$ cat src/rtl/snes_frame_sync_ctrl_if.sv
`default_nettype none
// ============================================================================
//  Module   : snes_frame_sync_ctrl_if
//  Brief    : Bus bundle between the SNES timing source and the frame-sync
//             controller (line/refresh/HDMI inputs, pause and status outputs).
//  Revision : 1.0  initial release
// ============================================================================
interface snes_frame_sync_ctrl_if;
   logic        enable;
   logic [8:0]  ys;
   logic        snes_refresh;
   logic        hdmi_first_line;
   logic        pause_snes_for_frame_sync;
   logic        sync_locked;
   logic [15:0] pause_cycles;
   logic [7:0]  timeout_count;

   modport master (
      output enable, ys, snes_refresh, hdmi_first_line,
      input  pause_snes_for_frame_sync, sync_locked, pause_cycles, timeout_count
   );

   modport slave (
      input  enable, ys, snes_refresh, hdmi_first_line,
      output pause_snes_for_frame_sync, sync_locked, pause_cycles, timeout_count
   );
endinterface
`default_nettype wire

$ cat src/rtl/snes_frame_sync_ctrl.sv
`default_nettype none
// ============================================================================
//  Module   : snes_frame_sync_ctrl
//  Brief    : Halts the SNES core once per frame until HDMI reports its first
//             line, keeping every pause an even number of cycles long.
//  Revision : 1.0  initial release
// ============================================================================
module snes_frame_sync_ctrl #(
   parameter logic [7:0]  SYNC_LINE    = 8'd2,
   parameter logic [7:0]  RELEASE_LINE = 8'd200,
   parameter logic [15:0] TIMEOUT      = 16'd40000,
   parameter logic [1:0]  LOCK_FRAMES  = 2'd3
) (
   input wire                    clk,
   input wire                    reset,
   snes_frame_sync_ctrl_if.slave bus
);

   typedef enum logic [1:0] {
      ST_IDLE  = 2'd0,
      ST_ARM   = 2'd1,
      ST_PAUSE = 2'd2,
      ST_DONE  = 2'd3
   } state_t;

   state_t      state_q, state_d;
   logic        hdmi_meta_q, hdmi_sync_q, hdmi_prev_q;
   logic [15:0] pause_len_q, pause_len_d;
   logic        hdmi_seen_q, hdmi_seen_d;
   logic [1:0]  good_q, good_d;
   logic        pause_q, pause_d;
   logic        sync_locked_q, sync_locked_d;
   logic [15:0] pause_cycles_q, pause_cycles_d;
   logic [7:0]  timeout_count_q, timeout_count_d;

   logic w_hdmi_edge;
   logic w_trigger;
   logic w_parity_ok;
   logic w_unused_ys_msb;

   assign w_hdmi_edge     = hdmi_sync_q & ~hdmi_prev_q;
   assign w_trigger       = (bus.ys[7:0] == SYNC_LINE) && bus.snes_refresh;
   assign w_parity_ok     = pause_len_q[0];
   assign w_unused_ys_msb = bus.ys[8];

   always_comb begin
      state_d         = state_q;
      pause_len_d     = pause_len_q;
      hdmi_seen_d     = hdmi_seen_q;
      good_d          = good_q;
      pause_d         = 1'b0;
      pause_cycles_d  = pause_cycles_q;
      timeout_count_d = timeout_count_q;

      case (state_q)
         ST_IDLE: begin
            if (bus.enable) state_d = ST_ARM;
         end
         ST_ARM: begin
            if (w_trigger) begin
               state_d     = ST_PAUSE;
               pause_d     = 1'b1;
               pause_len_d = 16'd0;
               hdmi_seen_d = 1'b0;
            end else if (!bus.enable) begin
               state_d = ST_IDLE;
            end
         end
         ST_PAUSE: begin
            pause_d = 1'b1;
            if (pause_len_q != 16'hFFFF) pause_len_d = pause_len_q + 16'd1;
            if (w_hdmi_edge) hdmi_seen_d = 1'b1;
            // pause_len odd here means pause_len+1 high cycles, i.e. an even total
            if (!bus.enable && w_parity_ok) begin
               state_d = ST_IDLE;
               pause_d = 1'b0;
            end else if ((hdmi_seen_q || w_hdmi_edge) && w_parity_ok) begin
               state_d        = ST_DONE;
               pause_d        = 1'b0;
               pause_cycles_d = pause_len_q + 16'd1;
               if (good_q != LOCK_FRAMES) good_d = good_q + 2'd1;
            end else if (pause_len_q == TIMEOUT - 16'd1) begin
               state_d        = ST_DONE;
               pause_d        = 1'b0;
               pause_cycles_d = TIMEOUT;
               good_d         = 2'd0;
               if (timeout_count_q != 8'hFF) timeout_count_d = timeout_count_q + 8'd1;
            end
         end
         ST_DONE: begin
            if (!bus.enable) state_d = ST_IDLE;
            else if (bus.ys[7:0] == RELEASE_LINE) state_d = ST_ARM;
         end
         default: state_d = ST_IDLE;
      endcase

      sync_locked_d = (good_d == LOCK_FRAMES);
   end

   always_ff @(posedge clk or posedge reset) begin
      if (reset) begin
         state_q         <= ST_IDLE;
         hdmi_meta_q     <= 1'b0;
         hdmi_sync_q     <= 1'b0;
         hdmi_prev_q     <= 1'b0;
         pause_len_q     <= 16'd0;
         hdmi_seen_q     <= 1'b0;
         good_q          <= 2'd0;
         pause_q         <= 1'b0;
         sync_locked_q   <= 1'b0;
         pause_cycles_q  <= 16'd0;
         timeout_count_q <= 8'd0;
      end else begin
         state_q         <= state_d;
         hdmi_meta_q     <= bus.hdmi_first_line;
         hdmi_sync_q     <= hdmi_meta_q;
         hdmi_prev_q     <= hdmi_sync_q;
         pause_len_q     <= pause_len_d;
         hdmi_seen_q     <= hdmi_seen_d;
         good_q          <= good_d;
         pause_q         <= pause_d;
         sync_locked_q   <= sync_locked_d;
         pause_cycles_q  <= pause_cycles_d;
         timeout_count_q <= timeout_count_d;
      end
   end

   assign bus.pause_snes_for_frame_sync = pause_q;
   assign bus.sync_locked               = sync_locked_q;
   assign bus.pause_cycles              = pause_cycles_q;
   assign bus.timeout_count             = timeout_count_q;

endmodule
`default_nettype wire

$ cat src/flat_wrapper.sv
// flat-port wrapper written by rule: the top's interface ports become plain ports
module snes_frame_sync_ctrl_flat 
#(
   parameter logic [7:0]  SYNC_LINE    = 8'd2,
   parameter logic [7:0]  RELEASE_LINE = 8'd200,
   parameter logic [15:0] TIMEOUT      = 16'd40000,
   parameter logic [1:0]  LOCK_FRAMES  = 2'd3
)
  (clk, reset, bus_enable, bus_ys, bus_snes_refresh, bus_hdmi_first_line, bus_pause_snes_for_frame_sync, bus_sync_locked, bus_pause_cycles, bus_timeout_count);
  snes_frame_sync_ctrl_if bus_i ();
  input wire clk;
  input wire reset;
  input wire logic [$bits(bus_i.enable)-1:0] bus_enable;
  input wire logic [$bits(bus_i.ys)-1:0] bus_ys;
  input wire logic [$bits(bus_i.snes_refresh)-1:0] bus_snes_refresh;
  input wire logic [$bits(bus_i.hdmi_first_line)-1:0] bus_hdmi_first_line;
  output wire logic [$bits(bus_i.pause_snes_for_frame_sync)-1:0] bus_pause_snes_for_frame_sync;
  output wire logic [$bits(bus_i.sync_locked)-1:0] bus_sync_locked;
  output wire logic [$bits(bus_i.pause_cycles)-1:0] bus_pause_cycles;
  output wire logic [$bits(bus_i.timeout_count)-1:0] bus_timeout_count;
  assign bus_i.enable = bus_enable;
  assign bus_i.ys = bus_ys;
  assign bus_i.snes_refresh = bus_snes_refresh;
  assign bus_i.hdmi_first_line = bus_hdmi_first_line;
  assign bus_pause_snes_for_frame_sync = bus_i.pause_snes_for_frame_sync;
  assign bus_sync_locked = bus_i.sync_locked;
  assign bus_pause_cycles = bus_i.pause_cycles;
  assign bus_timeout_count = bus_i.timeout_count;
  snes_frame_sync_ctrl #(.SYNC_LINE(SYNC_LINE), .RELEASE_LINE(RELEASE_LINE), .TIMEOUT(TIMEOUT), .LOCK_FRAMES(LOCK_FRAMES)) u_core (.clk(clk), .reset(reset), .bus(bus_i));
endmodule
$ cat config.mk
export PLATFORM = sky130hd
export DESIGN_NAME = snes_frame_sync_ctrl_flat
export DESIGN_NICKNAME = d
export VERILOG_FILES = /design/src/rtl/snes_frame_sync_ctrl_if.sv /design/src/rtl/snes_frame_sync_ctrl.sv /design/src/flat_wrapper.sv
export SDC_FILE = /design/constraint.sdc
export NUM_CORES = 1
export LEC_CHECK = 0
export BUFFER_PORTS_ARGS = -buffer_cell sky130_fd_sc_hd__clkbuf_2
export CAP_MARGIN = 20
export CORE_MARGIN = 2
export CORE_UTILIZATION = 56
export CTS_CLUSTER_DIAMETER = 120
export DETAILED_ROUTE_END_ITERATION = 10
export HOLD_SLACK_MARGIN = 0.06
export PLACE_DENSITY = 0.82
export SLEW_MARGIN = 20
export SYNTH_ARGS = -nofsm -noshare
export SYNTH_HDL_FRONTEND = slang
export SYNTH_SLANG_ARGS = --single-unit
$ cat constraint.sdc
create_clock -name clk -period 3 [get_ports clk]
set_input_delay 0.6 -clock clk [delete_from_list [all_inputs] [get_ports clk]]
set_output_delay 0.6 -clock clk [all_outputs]
set_load 0.05 [all_outputs]
==> reports/metrics.yaml, run 1 <==
clocking:
  cts_sinks: 50
  cts.clk_slew.worst_paths_ns: 0.09
  ctsResizeCount: 0
  htree_levels: 2
  postCtsHoldBufs: 0
  numCtsBuffers: 5
  cts_max_path_buffers: 2
  clockRootBuffer: "clkbuf_8"
  cts_tree: "built"
  cts_setup_buffers: 0
  clk_latency_ns: 0.31
synth:
  synth_top_family_by_area: "simple AND/OR/NAND/NOR gates"
  synth-xor-area-share: 0.0606
  ys_warn_count: 0
  synth-main-ff-cell: "dfrtp_1"
  ys_async_sr_fraction: 1.00
  syn_avg_cell_area_um2: 9.93
  synth_mux_area_frac: 0.0130
  synthAdderAreaFrac: 0.0337
  synth_edf_count: 0
  synth-seq-cells: 50
  synth.distinct_cells: 49
  syn_inst: 262
  synth.cell_area_mm2: 0.00260
  synth_nets: 283
  synth-compound-area-share: 0.162
  ys_seq_area_frac: 0.481
  yosys.area_share.simple: 0.214
layout:
  fin_util: 0.664
  drive_above_1_share: 0.201
  fin_cells: 350
  nNetsFinal: 318
  diodes: 0
  design_area_mm2: 0.00293
  syn2layout_area_growth_pct: 12.7
die:
  die_y_um: 72.2
  row_count: 24
  dieArea_mm2: 0.00521
  start_util: 0.589
  die_x_um: 72.2
  core_mm2: 0.00441
  ioPinCount: 40
power:
  p_leak_nw: 1.27
  p_per_area_mw_per_mm2: 489
  max-vdd-ir-drop_uv: 333
  total_power_mw: 1.44
sta:
  relSlewSlack: 0.444
  fin_crit_ns: 2.76
  setup_ws_ns: 0.240
  slew_viol_final: 0
  tns_ns: 0
  tightest_slew_ns: 0.832
  whs_ns: 0.361
  post-route-period-util: 0.920
  rsz0062_at_grt: "false"
  clock.fmax_ghz: 0.362
  fin_worst_skew_ns: 0.0107
  setup-violations-final: 0
  hold_violations: 0
routing:
  finalWirelength_um: 5330
  viasPerCell: 5.86
  dr.pass1.iters: 4
  wl_per_cell_um: 15.2
  drt-initial-drc-count: 156
  vias: 2052
  drc: 0
  ant_nets: 0
place:
  placed_cells: 342
  dp_hpwl_um: 3790
  place_area_mm2: 0.00282
  gp_congestion: 0.883
  portBuffers: 38
  post-place-ws_ns: 0.265
hold_path:
  worstHoldStart: "u_core.hdmi_meta_q"
  min_path_type: "reg2reg"
global_route:
  antenna_found_initial: 0
  grt_max_degree: 51
  first_global_vias: 2016
  grt_use_total: 0.224
  grt_pass1_wl_um: 9290
  grt-ovfl-total: 0
critical_path:
  path_class: "reg2reg"
  worstPathRequired_ns: 3.20
  crit_start: "u_core.pause_len_q[0]"
  endpoint_kind: "flip-flop"
  crit_path_start_kind: "flip-flop"
  path_max_fanout: 8
  cp.arrival_ns: 2.96
  reg2reg_from: "u_core.pause_len_q[0]"
job:
  cap_viol_max_count: 0
status:
  status: "finished, final reports clean"
state kept, by name, indices dropped and copies added (netlist names), 2 cells and up:
| name | count |
|---|---|
| u_core.good_q | 2 |
| u_core.pause_len_q | 16 |
| u_core.state_q | 2 |
| u_core.bus.timeout_count | 8 |
| u_core.bus.pause_cycles | 16 |
cells by family (layout without fill, tap and decap cells):
kind of cell / Yosys count / count (layout)
buffers and inverters: 22 / 58
adders and majority gates: 7 / 7
DFF: 50 / 50
xor gates and xnor gates: 18 / 18
AOI/OAI and AO/OA: 63 / 63
muxes: 3 / 3
and+or+nand+nor: 99 / 99
where the power goes:
part           internal (mW)  switching [mW]  total (mW)
Sequential             0.699          0.0178       0.717
Combinational         0.0778           0.167       0.245
Clock                  0.248           0.225       0.473
Total                   1.03           0.410        1.44
worst max-delay path, stage by stage (launching register included):
cell,delay (ns)
dfrtp_1,0.44
ha_1,0.30
nand3_2,0.19
or4_1,0.45
or4b_1,0.66
nor2_1,0.26
mux2_2,0.35
layout by cell type (no fill, tap or decap), types with 3 or more instances in the layout:
cell       netlist  layout
xnor2_1          6       6
nand2_1         21      21
nor2b_1          4       4
inv_1            8       7
buf_4            1       3
nand4_1          4       4
o41ai_1          3       3
clkbuf_2         1      38
o22a_1           5       5
and2_1           5       5
nand3_1         18      18
o2bb2ai_1        3       3
o31ai_1          6       6
nor3_1           7       7
and3_1           6       6
ha_1             7       7
o21ai_0         19      19
dfrtp_1         50      50
clkbuf_8         0       5
a21oi_1         10      10
mux2_2           3       3
xor2_1          12      12
or4_1            3       3
o211ai_1         3       3
nor2_1          12      12
final cells by class:
class / count / area [µm²]
Inverter: 9 / 35.0
Clock buffer: 5 / 68.8
Clock inverter: 3 / 45.0
Sequential cell: 50 / 1250
Tap cell: 52 / 65.1
Multi-Input combinational cell: 190 / 1250
Timing Repair Buffer: 41 / 213
Fill cell: 346 / 1480
layer usage:
layer / vias to the layer above / part of all wire / track usage
met2: 56 / 0.46 / 0.353
met3: 4 / 0.058 / 0.0458
met5: - / 0 / 0
met4: 0 / 0.0049 / 0.0503
li1: 1024 / - / -
met1: 968 / 0.47 / 0.321
worst paths after layout:
path	depth (start not counted)	slack (ns)	to
min in group asynchronous	2	0.41	u_core.pause_len_q[6]
max reg2reg	6	0.24	u_core.bus.timeout_count[1]
max	6	0.24	u_core.bus.timeout_count[1]
max in group asynchronous	2	2.09	u_core.hdmi_seen_q
min	0	0.36	u_core.hdmi_sync_q
min reg2reg	0	0.36	u_core.hdmi_sync_q
Yosys cell counts, drive strengths merged, types with 6 or more instances:
library cell | number | area share
a21oi | 10 | 0.019
and3 | 7 | 0.017
clkbuf | 11 | 0.016
dfrtp | 50 | 0.48
ha | 7 | 0.034
inv | 8 | 0.012
nand2 | 21 | 0.030
nand3 | 20 | 0.042
nor2 | 12 | 0.017
nor3 | 7 | 0.013
o21ai | 19 | 0.037
o31ai | 6 | 0.017
xnor2 | 6 | 0.020
xor2 | 12 | 0.040
(Power assumes the default switching activity.)
==> run 2: changes to the inputs <==
--- a/config.mk
+++ b/config.mk
@@ -5,14 +5,15 @@
 export SDC_FILE = /design/constraint.sdc
 export NUM_CORES = 1
 export LEC_CHECK = 0
-export BUFFER_PORTS_ARGS = -buffer_cell sky130_fd_sc_hd__clkbuf_2
+export ABC_AREA = 1
 export CAP_MARGIN = 20
 export CORE_MARGIN = 2
-export CORE_UTILIZATION = 56
+export CORE_UTILIZATION = 60
 export CTS_CLUSTER_DIAMETER = 120
 export DETAILED_ROUTE_END_ITERATION = 10
+export DONT_BUFFER_PORTS = 1
 export HOLD_SLACK_MARGIN = 0.06
-export PLACE_DENSITY = 0.82
+export PLACE_DENSITY = 0.79
 export SLEW_MARGIN = 20
 export SYNTH_ARGS = -nofsm -noshare
 export SYNTH_HDL_FRONTEND = slang
==> reports/metrics.yaml, run 2 <==
status:
  status: "finished, final reports clean"
clocking:
  numCtsBuffers: 5
  cts_setup_buffers: 0
  htree_levels: 2
  cts_max_path_buffers: 2
  ctsResizeCount: 0
  clockRootBuffer: "clkbuf_8"
  cts_tree: "built"
  cts_sinks: 50
  cts.clk_slew.worst_paths_ns: 0.09
  clk_latency_ns: 0.30
  postCtsHoldBufs: 0
job:
  cap_viol_max_count: 0
sta:
  relSlewSlack: 0.436
  tns_ns: 0
  post-route-period-util: 0.654
  fin_worst_skew_ns: 0.00342
  tightest_slew_ns: 0.845
  fin_crit_ns: 1.96
  whs_ns: 0.318
  rsz0062_at_grt: "false"
  hold_violations: 0
  clock.fmax_ghz: 0.510
  setup-violations-final: 0
  slew_viol_final: 0
global_route:
  grt_pass1_wl_um: 9360
  first_global_vias: 2155
  grt_max_degree: 51
  antenna_found_initial: 0
  grt_use_total: 0.222
  grt-ovfl-total: 0
critical_path:
  path_max_fanout: 23
  reg2regPathDepth: 9
  path_class: "reg2reg"
  max_stage_delay_ns: 0.41
  worstPathBufferInverterCount: 3
  endpoint_kind: "flip-flop"
  worstPathCellList: "inv_1 -> ha_1 -> nand2_1 -> nand2_2 -> inv_2 -> nor2_4 -> inv_2 -> nand2_2 -> o21a_1"
  cpMaxStageDelayCell: "dfrtp_1"
  cp.arrival_ns: 2.16
  r2r_end: "u_core.bus.pause_cycles[6]"
  path_delay_family: "buffers and inverters"
  crit_path_start_kind: "flip-flop"
  worstPathRequired_ns: 3.20
  reg2reg_slack_ns: 1.04
  reg2reg_from: "u_core.state_q[0]"
synth:
  synth_area_leaders: "dfrtp_1 43%, nand2_1 13%, nand3_1 5.7%"
  syn_inst: 364
  syn_avg_cell_area_um2: 7.91
  synth_top_area_share: 0.435
  synth_nets: 385
  yosys-top-cells-count: "99 x nand2_1, 50 x dfrtp_1, 39 x inv_1"
  synth-main-ff-cell: "dfrtp_1"
  synth_area_leader_cell: "dfrtp_1"
  synth_edf_count: 0
  ys_async_sr_fraction: 1.00
  yosysMostFrequentCell: "nand2_1"
  ys_seq_area_frac: 0.435
  synth.cell_area_mm2: 0.00288
  synth.distinct_cells: 31
  synth-seq-cells: 50
  ys_warn_count: 0
layout:
  design_area_mm2: 0.00298
  syn2layout_area_growth_pct: 3.39
  drive_above_1_share: 0.126
  nNetsFinal: 387
  final_common_cell: "nand2_1"
  multiInputGateArea_mm2: 0.00140
  nFillCells: 399
  final_cell_mix: "99 x nand2_1, 50 x dfrtp_1, 38 x inv_1"
  diodes: 0
  fin_cells: 420
  seq_area_mm2: 0.00125
routing:
  drc: 0
  dr.pass1.iters: 4
  vias: 2280
  finalWirelength_um: 5420
  wl_per_cell_um: 12.9
  drt-initial-drc-count: 113
  viasPerCell: 5.43
  ant_nets: 0
place:
  place_area_mm2: 0.00290
  placed_cells: 413
  dp_hpwl_um: 4070
  gp_congestion: 0.862
  portBuffers: 0
die:
  die_x_um: 73.3
  core_mm2: 0.00466
  dieArea_mm2: 0.00537
  start_util: 0.617
  ioPinCount: 40
  row_count: 25
  die_y_um: 73.3
power:
  p_clk_frac: 0.246
  p_seq_frac: 0.602
  switchingPower_uw: 548
  p_leak_nw: 1.35
  sw_frac_of_total: 0.362
  max-vdd-ir-drop_uv: 330
  p_per_area_mw_per_mm2: 508
  intPower_uw: 965
  combPwrFrac: 0.151
hold_path:
  min_path_type: "in2async"
[run 2: cell types whose count changed after synthesis, moves of 6 or more]
| cell | previous run | this run |
|---|---|---|
| o21ai_1 | 0 | 16 |
| inv_1 | 8 | 39 |
| nand2_1 | 21 | 99 |
| o31ai_1 | 6 | 0 |
| nand2_2 | 0 | 9 |
| and3_1 | 6 | 0 |
| nor2_2 | 0 | 7 |
| o21ai_0 | 19 | 7 |
| o21ai_2 | 0 | 7 |
| clkbuf_1 | 10 | 0 |
| nand3_1 | 18 | 33 |
| nor2_1 | 12 | 35 |
[run 2: stage by stage]
step	util	power, mW	setup slack [ns]
CTS	0.638	1.53	1.02
global placement	0.621	1.15	1.06
global route	0.638	1.59	0.773
floorplan	-	1.14	1.20
finish	0.638	1.51	1.04
detailed placement	0.621	1.16	1.02
[run 2: power by group through the flow]
stage / Combinational, mW / Sequential (mW) / Clock [mW]
4_1_cts: 0.234 / 0.913 / 0.378
2_1_floorplan: 0.222 / 0.918 / 0
3_3_place_gp: 0.226 / 0.925 / 0
3_5_place_dp: 0.234 / 0.927 / 0
5_1_grt: 0.269 / 0.921 / 0.404
6_report: 0.229 / 0.911 / 0.372
[run 2: logic make-up (layout without fill, tap and decap cells)]
kind of cell | Yosys count | in the layout | share of synthesized area
and+or+nand+nor | 201 | 201 | 0.326
AOI/OAI and AO/OA | 41 | 41 | 0.0856
DFF | 50 | 50 | 0.435
xor gates and xnor gates | 15 | 15 | 0.0457
buffers and inverters | 50 | 52 | 0.0778
adders and majority gates | 7 | 7 | 0.0304
[run 2: layout make-up]
type,count,area share
clock inverters,2,0.00336
repair buffers,1,0.00252
well taps,54,0.0227
multi-input cells,264,0.471
inverters,44,0.0564
flip-flops and latches,50,0.421
clock buffers,5,0.0231
[run 2: per-layer routing]
| layer | share of wire | up-vias | GRT usage |
|---|---|---|---|
| met1 | 0.46 | 1070 | 0.283 |
| met3 | 0.040 | 7 | 0.0316 |
| met5 | 0 | - | 0 |
| met2 | 0.49 | 45 | 0.379 |
| li1 | - | 1158 | - |
| met4 | 0.016 | 0 | 0.0844 |
[run 2: worst reg2reg max path: cells and delay by family, from the launching register on]
family,cells,cell delay (ns)
flops,1,0.41
buf+inv,3,0.51
compound gates,1,0.20
fa+ha+maj,1,0.27
simple gates,4,0.48
[run 2: worst max path at each step]
stage	startpoint	to	cells past startpoint
5_1_grt	u_core.state_q[0]	u_core.bus.pause_cycles[11]	10
6_report	u_core.state_q[0]	u_core.bus.pause_cycles[6]	9
4_1_cts	u_core.state_q[0]	u_core.bus.pause_cycles[6]	9
2_1_floorplan	reset	u_core.bus.pause_cycles[0]	1
3_5_place_dp	u_core.state_q[0]	u_core.bus.pause_cycles[6]	9
3_3_place_gp	u_core.state_q[0]	u_core.bus.pause_cycles[10]	9
